### src/rtl/button_pkg.sv
// button_pkg: shared FSM state type and counter-width helper for the button bank.
package button_pkg;

    typedef enum logic {ST_STABLE, ST_SETTLE} state_e;

    function automatic int cw(input int n);
        return (n > 1) ? $clog2(n) : 1;
    endfunction

endpackage

### src/rtl/button_chan.sv
// button_chan: one button channel, with synchroniser, debounce FSM, and hold/repeat counters.
// Auto-repeat is compiled in only when BUTTON_REPEAT_EN is defined.
module button_chan
    import button_pkg::*;
#(
    parameter int DEBOUNCE_CYC = 20,
    parameter int LONG_CYC     = 50_000_000,
    parameter int REPEAT_CYC   = 10_000_000
) (
    input  logic clk,
    input  logic rst_n,
    input  logic raw_i,
    output logic level_o,
    output logic press_o,
    output logic release_o,
    output logic long_hold_o,
    output logic press_d_o
);
    localparam int DW = cw(DEBOUNCE_CYC);
    localparam int HW = cw(LONG_CYC + 1);
    localparam logic [DW-1:0] D_LAST = DW'(DEBOUNCE_CYC - 1);
    localparam logic [HW-1:0] H_MAX  = HW'(LONG_CYC);
    localparam logic [HW-1:0] H_PRE  = HW'(LONG_CYC - 1);

    state_e          st_q, st_d;
    logic [1:0]      sync_q;
    logic [DW-1:0]   cnt_q, cnt_d;
    logic [HW-1:0]   hold_q, hold_d;
    logic            level_q, level_d, press_q, press_d, release_q, release_d, long_q, long_d;
    logic            s, accept, rep_fire;

    assign s      = sync_q[1];
    assign accept = (st_q == ST_SETTLE) && (s != level_q) && (cnt_q == D_LAST);

`ifdef BUTTON_REPEAT_EN
    localparam int RW = cw(REPEAT_CYC);
    localparam logic [RW-1:0] R_LAST = RW'(REPEAT_CYC - 1);
    logic [RW-1:0] rep_q, rep_d;
    logic          held;
    // Repeats only run once the hold counter has saturated, i.e. after long_hold.
    assign held     = level_q && (hold_q == H_MAX);
    assign rep_fire = held && (st_q == ST_STABLE) && (rep_q == R_LAST);
    assign rep_d    = (!held || rep_q == R_LAST) ? '0 : rep_q + 1'b1;
    always_ff @(posedge clk or negedge rst_n) begin
        if (!rst_n) rep_q <= '0;
        else        rep_q <= rep_d;
    end
`else
    assign rep_fire = 1'b0;
`endif

    always_ff @(posedge clk or negedge rst_n) begin
        if (!rst_n) begin
            st_q      <= ST_STABLE;
            sync_q    <= '0;
            cnt_q     <= '0;
            hold_q    <= '0;
            level_q   <= 1'b0;
            press_q   <= 1'b0;
            release_q <= 1'b0;
            long_q    <= 1'b0;
        end else begin
            st_q      <= st_d;
            sync_q    <= {sync_q[0], raw_i};
            cnt_q     <= cnt_d;
            hold_q    <= hold_d;
            level_q   <= level_d;
            press_q   <= press_d;
            release_q <= release_d;
            long_q    <= long_d;
        end
    end

    always_comb begin
        st_d = (st_q == ST_STABLE) ? ((s != level_q) ? ST_SETTLE : ST_STABLE)
                                   : ((s == level_q || accept) ? ST_STABLE : ST_SETTLE);
    end

    // A bounce back to the current level drops cnt to 0, restarting the window.
    always_comb begin
        cnt_d     = (st_q == ST_SETTLE && s != level_q && !accept) ? cnt_q + 1'b1 : '0;
        level_d   = accept ? s : level_q;
        press_d   = (accept && s) || rep_fire;
        release_d = accept && !s;
        hold_d    = !level_q ? '0 : (hold_q == H_MAX) ? hold_q : hold_q + 1'b1;
        long_d    = level_q && (hold_q == H_PRE);
    end

    assign level_o     = level_q;
    assign press_o     = press_q;
    assign release_o   = release_q;
    assign long_hold_o = long_q;
    assign press_d_o   = press_d;

endmodule

### src/rtl/button_bank.sv
// button_bank: N_BTN debounced push-button channels, with optional active-low inputs and a combined press pulse.
// Define BUTTON_REPEAT_EN to enable auto-repeat after long_hold.
module button_bank
    import button_pkg::*;
#(
    parameter int N_BTN          = 5,
    parameter int DEBOUNCE_CYC   = 20,
    parameter int LONG_CYC       = 50_000_000,
    parameter int REPEAT_CYC     = 10_000_000,
    parameter int BTN_ACTIVE_LOW = 0
) (
    input  logic             clk,
    input  logic             rst_n,
    input  logic [N_BTN-1:0] bt_i,
    output logic [N_BTN-1:0] level_o,
    output logic [N_BTN-1:0] press_o,
    output logic [N_BTN-1:0] release_o,
    output logic [N_BTN-1:0] long_hold_o,
    output logic             any_press_o
);
    logic [N_BTN-1:0] raw, press_d;
    logic             any_q;

    assign raw = (BTN_ACTIVE_LOW != 0) ? ~bt_i : bt_i;

    for (genvar i = 0; i < N_BTN; i++) begin : g_chan
        button_chan #(
            .DEBOUNCE_CYC(DEBOUNCE_CYC),
            .LONG_CYC    (LONG_CYC),
            .REPEAT_CYC  (REPEAT_CYC)
        ) u_chan (
            .clk        (clk),
            .rst_n      (rst_n),
            .raw_i      (raw[i]),
            .level_o    (level_o[i]),
            .press_o    (press_o[i]),
            .release_o  (release_o[i]),
            .long_hold_o(long_hold_o[i]),
            .press_d_o  (press_d[i])
        );
    end

    // Registered from the channels' next-state press so it lines up with press_o.
    always_ff @(posedge clk or negedge rst_n) begin
        if (!rst_n) any_q <= 1'b0;
        else        any_q <= |press_d;
    end

    assign any_press_o = any_q;

endmodule
### config.mk
export PLATFORM = sky130hd
export DESIGN_NAME = button_bank
export DESIGN_NICKNAME = d
export VERILOG_FILES = /design/src/rtl/button_pkg.sv /design/src/rtl/button_chan.sv /design/src/rtl/button_bank.sv
export SDC_FILE = /design/constraint.sdc
export NUM_CORES = 1
export LEC_CHECK = 0
export ABC_AREA = 1
export BUFFER_PORTS_ARGS = -buffer_cell sky130_fd_sc_hd__buf_4
export CORE_MARGIN = 4
export CORE_UTILIZATION = 35
export DETAILED_ROUTE_END_ITERATION = 7
export SETUP_SLACK_MARGIN = 0.4
export SLEW_MARGIN = 5
export SYNTH_ARGS = -nofsm -noshare
export SYNTH_HDL_FRONTEND = slang
export SYNTH_SLANG_ARGS = --single-unit
### constraint.sdc
create_clock -name clk -period 2.5 [get_ports clk]
set_clock_uncertainty 0.1 [all_clocks]
set_input_delay 0.25 -clock clk [delete_from_list [all_inputs] [get_ports clk]]
set_output_delay 0.25 -clock clk [all_outputs]
set_load 0.1 [all_outputs]
==> run metrics, run 1 <==
Critical Path Slowest Stage Cell=dfrtp_1; total negative setup slack=0 ps; final setup violation count=0; row cnt=63; Starting Density=35.5%; DR vias=8972; DRT Wirelength=23500 um; critical path start-end classification=flop to primary output; Tcrit/Tclk final=74.8%; Startpoint Class=flop; FF-to-FF setup slack=770 ps; f_max=535 MHz; ratio of cells with drive above 1 in the final layout=6.96%; HPWL after DPL=17600 um; Die ar.=33000 um^2; worst skew pair latency=450 ps; initial antenna violation count=0; Post-synth EDFFs=0; # IOs=28; htree depth=4; CP peak stage delay=680 ps; hold wc startpoint=g_chan[1].u_chan.sync_q[0]; average wire per standard cell=12.3 um; Synth Cell Area=10500 um^2; 1st-pass router iterations=5; Hold Crit Depth=0; largest net degree at the start of global routing=71; CTS Buffer Depth=2; worst-margin pin slew=613 ps; TritonCTS clock tree=done; Final nets=1532; syn nets=1503; synth unique cells=33; DR DRC count=0; Syn Inst Count=1481; Antenna Nets Post-Route=0; Die Span Y=182 um; Hold Violations, Final=0; relative slew slack=59.1%; drt via density=4.69; Worst Hold Class=flop to flop; GR Overflow Total=0; port buffer count=27; static leakage=4.91 nW; Worst Path Max Fanout=15; Max Cap Viol=0; first-pass GRT wire length=41300 um; crit end category=primary output; worst path bufs/invs=1; Placer Congestion=0.899; Max Slew Vio Count=0; Yosys reg bits=191; CP cell instances=buf_4; vias in the first global route=8709; core area=29700 um^2; Critical Path AT=1520 ps; drt initial violations=610; pwr dens=511 nW/um^2; Diodes inserted=0; Most used DFF post-synth=dfrtp_1; Clk Tree Root Cell=clkbuf_16; clk sinks=191; Async SR Flop Fraction=100%; Worst-path clk slew=80 ps; post-layout util=39.7%; R2R Path Start=g_chan[2].u_chan.hold_q[0]; CP top delay family=flip-flops; status=complete, no violations; Layout area overhead=11.8%; VDD IR max=0.000419 V; FF-to-FF End=g_chan[2].u_chan.hold_q[16]; total CTS buffers=17; Crit path required time=2150 ps; RSZ-0062 raised after global routing=no; sequential cell area fraction in the yosys report=45.3%; Die Wd=182 um; GRT Util Overall=14.9%; Syn Area/Cell=7.12 um^2; post-layout minimum cycle time=1870 ps; Hold Path End=g_chan[1].u_chan.sync_q[1]; Yosys Warn Count=0; reg2reg path depth=7; Post-CTS Resized=0
-- flip-flops by register name, summed over array words and instances (netlist names) --
register                   count
g_chan.u_chan.hold_q         130
g_chan.u_chan.cnt_q           25
g_chan.u_chan.sync_q          10
g_chan.u_chan.level_o          5
g_chan.u_chan.long_hold_o      5
g_chan.u_chan.press_o          5
g_chan.u_chan.release_o        5
g_chan.u_chan.st_q             5
any_press_o                    1
-- worst max-delay path by stage --
stage | slack (ps) | cells past startpoint | end | startpoint
after detailed placement | 770 | 7 | g_chan[2].u_chan.hold_q[16] | g_chan[2].u_chan.hold_q[0]
after global routing | 540 | 9 | g_chan[0].u_chan.hold_q[12] | g_chan[0].u_chan.hold_q[0]
after floorplan | 950 | 7 | g_chan[2].u_chan.hold_q[16] | g_chan[2].u_chan.hold_q[0]
final | 630 | 1 | level_o[0] | g_chan[0].u_chan.level_o
after global placement | 830 | 7 | g_chan[2].u_chan.hold_q[16] | g_chan[2].u_chan.hold_q[0]
after CTS | 610 | 1 | level_o[0] | g_chan[0].u_chan.level_o
-- synthesized netlist by cell type, types with 2 or more instances --
| master | number | area (um^2) |
|---|---|---|
| o21ai_0 | 34 | 170 |
| nor2_2 | 14 | 87.6 |
| buf_4 | 21 | 158 |
| nor3_1 | 23 | 115 |
| a21oi_1 | 43 | 215 |
| clkinv_1 | 3 | 11.3 |
| clkbuf_1 | 5 | 18.8 |
| o21bai_1 | 2 | 15.0 |
| and2_1 | 3 | 18.8 |
| nor2_4 | 8 | 90.1 |
| nor3b_1 | 2 | 15.0 |
| nand3_1 | 104 | 521 |
| inv_2 | 3 | 11.3 |
| buf_2 | 4 | 20.0 |
| inv_1 | 139 | 522 |
| and3_1 | 3 | 18.8 |
| dfrtp_1 | 191 | 4780 |
| xor2_1 | 21 | 184 |
| nor2_1 | 367 | 1380 |
| nand2_2 | 11 | 68.8 |
| nand4_1 | 20 | 125 |
| nand3b_1 | 3 | 22.5 |
| buf_1 | 2 | 7.51 |
| nand2_1 | 412 | 1550 |
| xnor2_1 | 21 | 184 |
| ha_1 | 15 | 188 |
-- through the flow --
stage	hold WS [ps]	worst slack (ps)	area, um^2	instances	power (mW)
after global placement	217	829	11100	1875	3.30
after floorplan	-146	952	10500	1481	3.20
final	254	630	11800	1913	6.02
after CTS	260	608	11800	1913	6.12
after detailed placement	219	770	11100	1875	3.30
after global routing	269	538	11800	1913	6.26
-- placed cells by master, fill, tap and decap left out, types with 2 or more instances in the layout --
cell           instances
nor2_2                14
nor3b_1                2
ha_1                  15
dfrtp_1              191
nand3_1              104
dlygate4sd3_1          6
nand2_1              412
clkinvlp_4             2
nand3b_1               3
o21bai_1               2
nand2_2               11
inv_2                  3
nor2_1               367
inv_6                  4
inv_8                  6
inv_1                139
nor3_1                23
xor2_1                21
buf_12                 3
o21ai_0               34
clkbuf_16             17
xnor2_1               21
and3_1                 3
nand4_1               20
buf_4                 35
clkinv_1               3
a21oi_1               43
nor2_4                 8
and2_1                 3
-- worst register-to-register path, stage by stage, from the launching register on --
cell     delay [ps]
dfrtp_1         460
ha_1            290
nand2_1         110
nor2_2          170
nand2_2         110
nor2_4          170
xnor2_1         130
nor2_1           50
-- layout make-up --
class | instances | area [um^2]
Tap cell | 390 | 488
Timing Repair Buffer | 45 | 397
Fill cell | 3074 | 17900
Multi-Input combinational cell | 1110 | 4990
Clock buffer | 18 | 429
Clock inverter | 14 | 164
Inverter | 145 | 544
Sequential cell | 191 | 4780
-- cell families (layout without fill, tap and decap cells) --
kind of cell               Yosys count  after routing  synth area share (%)
adders and majority gates           15             15                  1.78
and+or+nand+nor                    971            971                  38.0
buffers and inverters              180            222                  7.38
AOI/OAI and AO/OA                   82             82                  4.00
DFF                                191            191                  45.3
xor gates and xnor gates            42             42                  3.49
-- timing repair --
action                                  CTS  global route
endpoints found under the hold margin    70             0
endpoints found under the setup margin    0             0
setup buffers                             0             0
hold buffers                              6             0
-- per-layer routing --
metal  share of wire, %  vias to the layer above  track usage (%)  routed length (um)
met5                  0                        -                0                   0
met4                2.5                        0             5.61                 592
met3                2.7                       40             2.50                 629
met2                 45                      124             23.3               10500
met1                 50                     4143             20.8               11700
li1                   -                     4665                -                   -
-- where the power goes --
group          internal (mW)  switching (mW)  leakage, nW
clock                   1.44            1.35        0.286
combinational         0.0349          0.0820         1.99
sequential              3.11          0.0138         2.63
total                   4.58            1.44         4.91
Note: power is estimated with default switching activity, not from simulation.
==> run 2: changes to the inputs <==
--- a/config.mk
+++ b/config.mk
@@ -5,7 +5,7 @@
 export SDC_FILE = /design/constraint.sdc
 export NUM_CORES = 1
 export LEC_CHECK = 0
-export ABC_AREA = 1
+export ABC_AREA = 0
 export BUFFER_PORTS_ARGS = -buffer_cell sky130_fd_sc_hd__buf_4
 export CORE_MARGIN = 4
 export CORE_UTILIZATION = 35
==> constraint.sdc (replaced) <==
create_clock -name clk -period 1.6 [get_ports clk]
set_clock_uncertainty 0.1 [all_clocks]
set_input_delay 0.16 -clock clk [delete_from_list [all_inputs] [get_ports clk]]
set_output_delay 0.16 -clock clk [all_outputs]
set_load 0.1 [all_outputs]
==> run 2 against run 1 <==
  * The flow now finishes with violations (setup timing)
  * Sequential share of layout area down 8.8 points
  * Clock power up 56%
  * Total power up 57%
  * Combinational power up 97%
  * Synthesized area down 12%
  * Largest cell class unchanged
  * Largest power group unchanged
  * Highest routed layer unchanged
==> run metrics, run 2 <==
Syn Inst Count=902 (-39%); total CTS buffers=17 (unchanged); power share of the clock group=45.9% (-0.3 points); status=complete, but fails checks; switching part of the total=21.9% (-2.1 points); Startpoint Class=flop; reg2reg path depth=5 (-2); Clk Tree Root Cell=clkbuf_16; Critical Path Stages=5 (+4); Hold Violations, Final=0 (unchanged); drt initial violations=479 (-21%); average wire per standard cell=14.4 um (+18%); clk sinks=191 (unchanged); CP peak stage delay=510 ps (-170 ps); failing checks=setup timing; Critical Path AT=2280 ps (+760 ps); largest net degree at the start of global routing=46 (-35%); Final nets=1253 (-18%); FF-to-FF End=g_chan[3].u_chan.hold_q[1]; FF-to-FF setup slack=-460 ps (-1230 ps); RSZ-0062 raised after global routing=yes; GR Overflow Total=0 (unchanged); relative slew slack=65.9% (+6.8 points); core area=26100 um^2 (-12%); VDD IR max=0.000620 V (+48%); crit end category=flop; worst-margin pin slew=508 ps (-105 ps); DR vias=7662 (-15%); post-layout minimum cycle time=2060 ps; HPWL after DPL=13500 um (-23%); Sequential Power Share=51.7% (about the same); Max Slew Vio Count=0 (unchanged); sequential cell area fraction in the yosys report=51.5% (+6.1 points); DR DRC count=0 (unchanged); end of the critical path=g_chan[3].u_chan.hold_q[1]; pwr dens=625 nW/um^2 (+22%); Worst-path clk slew=70 ps (about the same); Die ar.=29200 um^2 (-11%); Post-synth EDFFs=0 (unchanged); syn nets=924 (-39%); Yosys Warn Count=0 (unchanged); GRT Util Overall=15.6% (+0.69 points); ratio of cells with drive above 1 in the final layout=48.2% (+41 points); # IOs=28 (unchanged); Tcrit/Tclk final=129%; Largest regs=g_chan.u_chan.hold_q x130, g_chan.u_chan.cnt_q x25, g_chan.u_chan.sync_q x10; Max Cap Viol=0 (unchanged); most frequent cells in the layout=215 x buf_4, 174 x dfrtp_1, 96 x buf_6; synth unique cells=39 (+18%); Starting Density=35.6% (+0.15 points); htree depth=4 (unchanged); worst setup margin=-461 ps (-1090 ps); vias in the first global route=7691 (-12%); CTS Buffer Depth=2 (unchanged); critical path start-end classification=flop to flop; Yosys reg bits=191 (unchanged); Critical Path Slowest Stage Cell=or4b_1; Worst Path Max Fanout=4 (-11); post-layout util=58.1% (+18 points); most common cell after layout, fill and taps aside=buf_4; Crit path required time=1820 ps (-330 ps); Antenna Nets Post-Route=0 (unchanged); P_int=7.39 mW (+61%); Placer Congestion=0.770 (-14%); CP cell instances=or4b_1 > or4_4 > nor3_4 > mux2i_1 > nor2_1; Async SR Flop Fraction=100% (unchanged); Combinational Power Share=2.4% (+0.5 points); most common library cells after synthesis=191 x dfrtp_1, 86 x and2_1, 73 x nand3_1, 64 x nor2_1, 61 x xor2_1; Most used DFF post-synth=dfrtp_1; Syn Area/Cell=10.3 um^2 (+45%); Synth Cell Area=9290 um^2 (-12%); worst skew pair latency=440 ps (about the same); Largest Register=g_chan.u_chan.hold_q; 1st-pass router iterations=4 (-1); max reg flops=130 (unchanged); static leakage=7.06 nW (+44%); DRT Wirelength=22800 um (-3.0%); f_max=485 MHz; worst path bufs/invs=0 (-1); final setup violation count=95 (+95); Worst Hold Class=input port to asynchronous set/reset pin; Die Wd=171 um (-5.9%); CP top delay family=simple AND/OR/NAND/NOR gates; cell with the most instances after synthesis=dfrtp_1; synth top area cells=dfrtp_1 51%, and2_1 5.8%, xor2_1 5.8%; R2R Path Start=g_chan[3].u_chan.hold_q[8]; TritonCTS clock tree=done; first-pass GRT wire length=37600 um (-9.0%); Diodes inserted=0 (unchanged); area leader, netlist=dfrtp_1; share of the synthesized area in the top cell type=51.5% (+6.1 points); overall power=9.47 mW (+57%); Die Span Y=171 um (-5.9%); initial antenna violation count=0 (unchanged); final instance area=15100 um^2 (+28%); row cnt=59 (-6.3%); drt via density=4.85 (+3.5%); crit path launch=g_chan[3].u_chan.hold_q[8]; Layout area overhead=63.1%; port buffer count=27 (unchanged); DP Area=11800 um^2 (+5.8%); net switching power=2.07 mW (+44%)
==> run 2: changes by cell type in the layout (fill, tap and decap cells not counted), moves of 33 or more <==
cell and delta:
nand3_1 -76, nand2_1 -365, nor2_1 -328, buf_4 +180, inv_1 -118, buf_6 +96
xor2_1 +33, and2_1 +79, a21oi_1 -39
==> run 2: area by class of cell <==
cell class,count,area (um^2)
inverter,25,98.8
tap,335,419
clock buffer,21,470
sequential,191,4800
timing repair buffer,350,3420
fill,2016,10900
clock inverter,11,131
multi-input combinational,646,5810
==> run 2: worst min path at each step <==
stage                                               to  slack (ps)  cells after the start
after floorplan                            any_press_o        -240                      0
after global placement     g_chan[1].u_chan.hold_q[25]          20                      1
after detailed placement  g_chan[1].u_chan.long_hold_o          20                      1
after CTS                 g_chan[1].u_chan.long_hold_o         120                      2
after global routing       g_chan[1].u_chan.hold_q[11]         150                      2
final                      g_chan[1].u_chan.hold_q[25]         120                      2
==> run 2: kinds of logic after synthesis <==
kind of cell,share of synthesized area (%)
flops,51.5
mux,1.14
simple gates,27.8
xor+xnor,11.3
fa+ha+maj,2.02
buf+inv,3.48
compound gates,2.83
==> run 2: repair_timing <==
item | in CTS | in global routing
hold buffers | 6 | 0
resized for setup | 256 | 107
endpoints found under the hold margin | 196 | 0
buffers inserted | 86 | 43
endpoints found under the setup margin | 198 | 199
pin swaps | 210 | 145
gates cloned | 2 | 1
==> run 2: worst reg2reg max path, cell delays in order, from the launching register on <==
cell and delay [ps]:
dfrtp_1 380, or4b_1 510, or4_4 460, nor3_4 230
mux2i_1 220, nor2_1 50
==> run 2: power by group through the flow <==
stage | combinational (mW) | clock (mW) | sequential [mW]
finish | 0.230 | 4.34 | 4.89
global route | 0.267 | 4.68 | 4.89
CTS | 0.219 | 4.46 | 4.89
detailed placement | 0.181 | 0 | 4.97
global placement | 0.179 | 0 | 4.97
floorplan | 0.0359 | 0 | 4.97
==> run 2: routing by layer <==
metal | global-route usage [%] | vias to the layer above | part of all wire (%)
li1 | - | 3763 | -
met1 | 20.8 | 3818 | 46
met2 | 26.7 | 67 | 52
met3 | 2.96 | 14 | 1.8
met4 | 3.31 | 0 | 0.77
met5 | 0 | - | 0
==> run 2: per-stage QoR <==
stage                     cells  hold WS, ps  setup TNS (ps)  setup slack [ps]
after floorplan             902         -236           -3970              -405
final                      1579          118          -11730              -461
after global routing       1579          146          -23020              -600
after global placement     1409         22.5           -6670              -424
after CTS                  1535          120           -9910              -446
after detailed placement   1409         23.8           -7780              -453
==> run 3: changes to the inputs <==
==> constraint.sdc (replaced) <==
create_clock -name clk -period 1.6 [get_ports clk]
set_clock_uncertainty 0.1 [all_clocks]
set_input_delay 0.16 -clock clk [delete_from_list [all_inputs] [get_ports clk]]
set_output_delay 0.16 -clock clk [all_outputs]
set_load 0.05 [all_outputs]
==> run 3 against run 2 <==
  * The flow still finishes with violations (setup timing)
  * Worst setup slack better by 26 ps
  * Hold slack gained 1.1 ps
  * Utilization decreased by 0.43 points
  * Critical path depth stayed put
  * Total power rose by 1.6%
  * Global-route usage grew 0.18 points
  * Routed wire length is 0.99% lower
  * Clock power increased by 3%
  * Die area stayed put
  * Clock-buffer cell count decreased by 3
  * Register-to-register slack gained 30 ps
  * Critical endpoint unchanged
==> run metrics, run 3 (synthesis gave the netlist of run 2 again) <==
Largest Register=g_chan.u_chan.hold_q; core area=26100 um^2 (unchanged); Sequential Power Share=50.9% (-0.8 points); first-pass GRT wire length=38100 um (+1.4%); static leakage=6.99 nW (-0.97%); total negative setup slack=-8610 ps (+3130 ps); critical path start-end classification=flop to flop; # IOs=28 (unchanged); final instance area=15000 um^2 (-0.74%); Combinational Power Share=2.6% (+0.2 points); Startpoint Class=flop; RSZ-0062 raised after global routing=yes; drt initial violations=436 (-9.0%); ratio of cells with drive above 1 in the final layout=49.0% (+0.75 points); DRT Wirelength=22600 um (-0.99%); most frequent cells in the layout=207 x buf_4, 171 x dfrtp_1, 112 x buf_6; Placer Congestion=0.780 (+1.2%); final setup violation count=76 (-20%); CTS Buffer Depth=2 (unchanged); total CTS buffers=17 (unchanged); worst skew pair latency=430 ps (about the same); GR Overflow Total=0 (unchanged); power share of the clock group=46.5% (+0.6 points); initial antenna violation count=0 (unchanged); f_max=492 MHz (+1.3%); Die Span Y=171 um (unchanged); most common cell after layout, fill and taps aside=buf_4; Layout area overhead=61.9%; Die ar.=29200 um^2 (unchanged); Hold Violations, Final=0 (unchanged); Starting Density=35.6% (unchanged); TritonCTS clock tree=done; Filler Cell Count=2054 (+1.9%); Worst-path clk slew=80 ps (about the same); DP Area=11800 um^2 (+0.25%); R2R Path Start=g_chan[3].u_chan.hold_q[8]; relative slew slack=75.8% (+9.9 points); overall power=9.62 mW (+1.6%); Final Hold Slack=119 ps (+1.09 ps); Worst Path Max Fanout=4 (unchanged); status=complete, but fails checks; Antenna Nets Post-Route=0 (unchanged); Critical Path AT=2260 ps (-20 ps); placed insts=1413 (+0.28%); DR vias=7628 (-0.44%); worst setup margin=-435 ps (+26.4 ps); VDD IR max=0.000630 V (+1.7%); DR DRC count=0 (unchanged); clk sinks=191 (unchanged); post-layout util=57.7% (-0.43 points); row cnt=59 (unchanged); failing checks=setup timing; htree depth=4 (unchanged); post-layout minimum cycle time=2030 ps (-26.4 ps); HPWL after DPL=13600 um (+0.60%); P_int=7.45 mW (+0.76%); FF-to-FF setup slack=-430 ps (+30 ps); net switching power=2.17 mW (+4.6%); average wire per standard cell=14.4 um (-0.29%); Crit path required time=1820 ps (about the same); Layout Cells excl Fill=1568 (-0.70%); crit end category=flop; Max Slew Vio Count=0 (unchanged); max reg flops=130 (unchanged); Final nets=1242 (-0.88%); Tcrit/Tclk final=127% (-1.7 points); drt via density=4.86 (+0.25%); reg2reg path depth=5 (unchanged); vias in the first global route=7901 (+2.7%); worst-margin pin slew=363 ps (-145 ps); GRT Util Overall=15.8% (+0.18 points); Worst Hold Class=input port to asynchronous set/reset pin; 1st-pass router iterations=6 (+2); Largest regs=g_chan.u_chan.hold_q x130, g_chan.u_chan.cnt_q x25, g_chan.u_chan.sync_q x10; largest net degree at the start of global routing=38 (-17%); Die Wd=171 um (unchanged); Max Cap Viol=0 (unchanged); FF-to-FF End=g_chan[3].u_chan.hold_q[1]; Diodes inserted=0 (unchanged); pre-CTS setup slack=-454 ps (-1.10 ps); port buffer count=27 (unchanged); switching part of the total=22.5% (+0.65 points); pwr dens=640 nW/um^2 (+2.4%); Clk Tree Root Cell=clkbuf_16
-- run 3: worst max path at each step --
stage	start	endpoint	slack, ps	cells after the start
after floorplan	g_chan[3].u_chan.hold_q[8]	g_chan[3].u_chan.hold_q[1]	-410	5
after global placement	g_chan[3].u_chan.hold_q[8]	g_chan[3].u_chan.hold_q[1]	-440	5
after detailed placement	g_chan[3].u_chan.hold_q[8]	g_chan[3].u_chan.hold_q[1]	-450	5
after CTS	g_chan[3].u_chan.hold_q[8]	g_chan[3].u_chan.hold_q[1]	-450	5
after global routing	g_chan[3].u_chan.hold_q[8]	g_chan[3].u_chan.hold_q[1]	-550	5
final	g_chan[3].u_chan.hold_q[8]	g_chan[3].u_chan.hold_q[1]	-430	5
-- run 3: critical path: stages (launching register included) --
cell and delay (ps):
dfrtp_1 380, or4b_1 510, or4_4 450, nor3_4 210, mux2i_1 220, nor2_1 60
-- run 3: cell type report --
class | instances | area [um^2] | share of cell area (%)
Multi-Input combinational cell | 646 | 5970 | 39.7
Sequential cell | 191 | 4800 | 32.0
Timing Repair Buffer | 339 | 3140 | 20.9
Clock buffer | 18 | 429 | 2.85
Tap cell | 335 | 419 | 2.79
Clock inverter | 14 | 179 | 1.19
Inverter | 25 | 96.3 | 0.641
-- run 3: power groups by stage --
| stage | registers [mW] | logic (mW) | clock network [mW] |
|---|---|---|---|
| after detailed placement | 4.97 | 0.186 | 0 |
| final | 4.89 | 0.248 | 4.48 |
| after CTS | 4.89 | 0.233 | 4.57 |
| after global placement | 4.97 | 0.183 | 0 |
| after global routing | 4.90 | 0.283 | 4.77 |
| after floorplan | 4.97 | 0.0359 | 0 |
-- run 3: repair_timing --
action	CTS	global route
buffers inserted	71	44
hold buffers	6	0
setup endpoints to repair	194	202
pin swaps	204	148
hold endpoints to repair	196	0
gates resized for setup	220	132
cloned	2	0
-- run 3: metal layers --
| metal | vias up | track usage (%) | share of wire [%] |
|---|---|---|---|
| li1 | 3728 | - | - |
| met1 | 3797 | 21.0 | 46 |
| met2 | 88 | 27.0 | 51 |
| met3 | 15 | 2.93 | 2.4 |
| met4 | 0 | 3.44 | 0.87 |
| met5 | - | 0 | 0 |
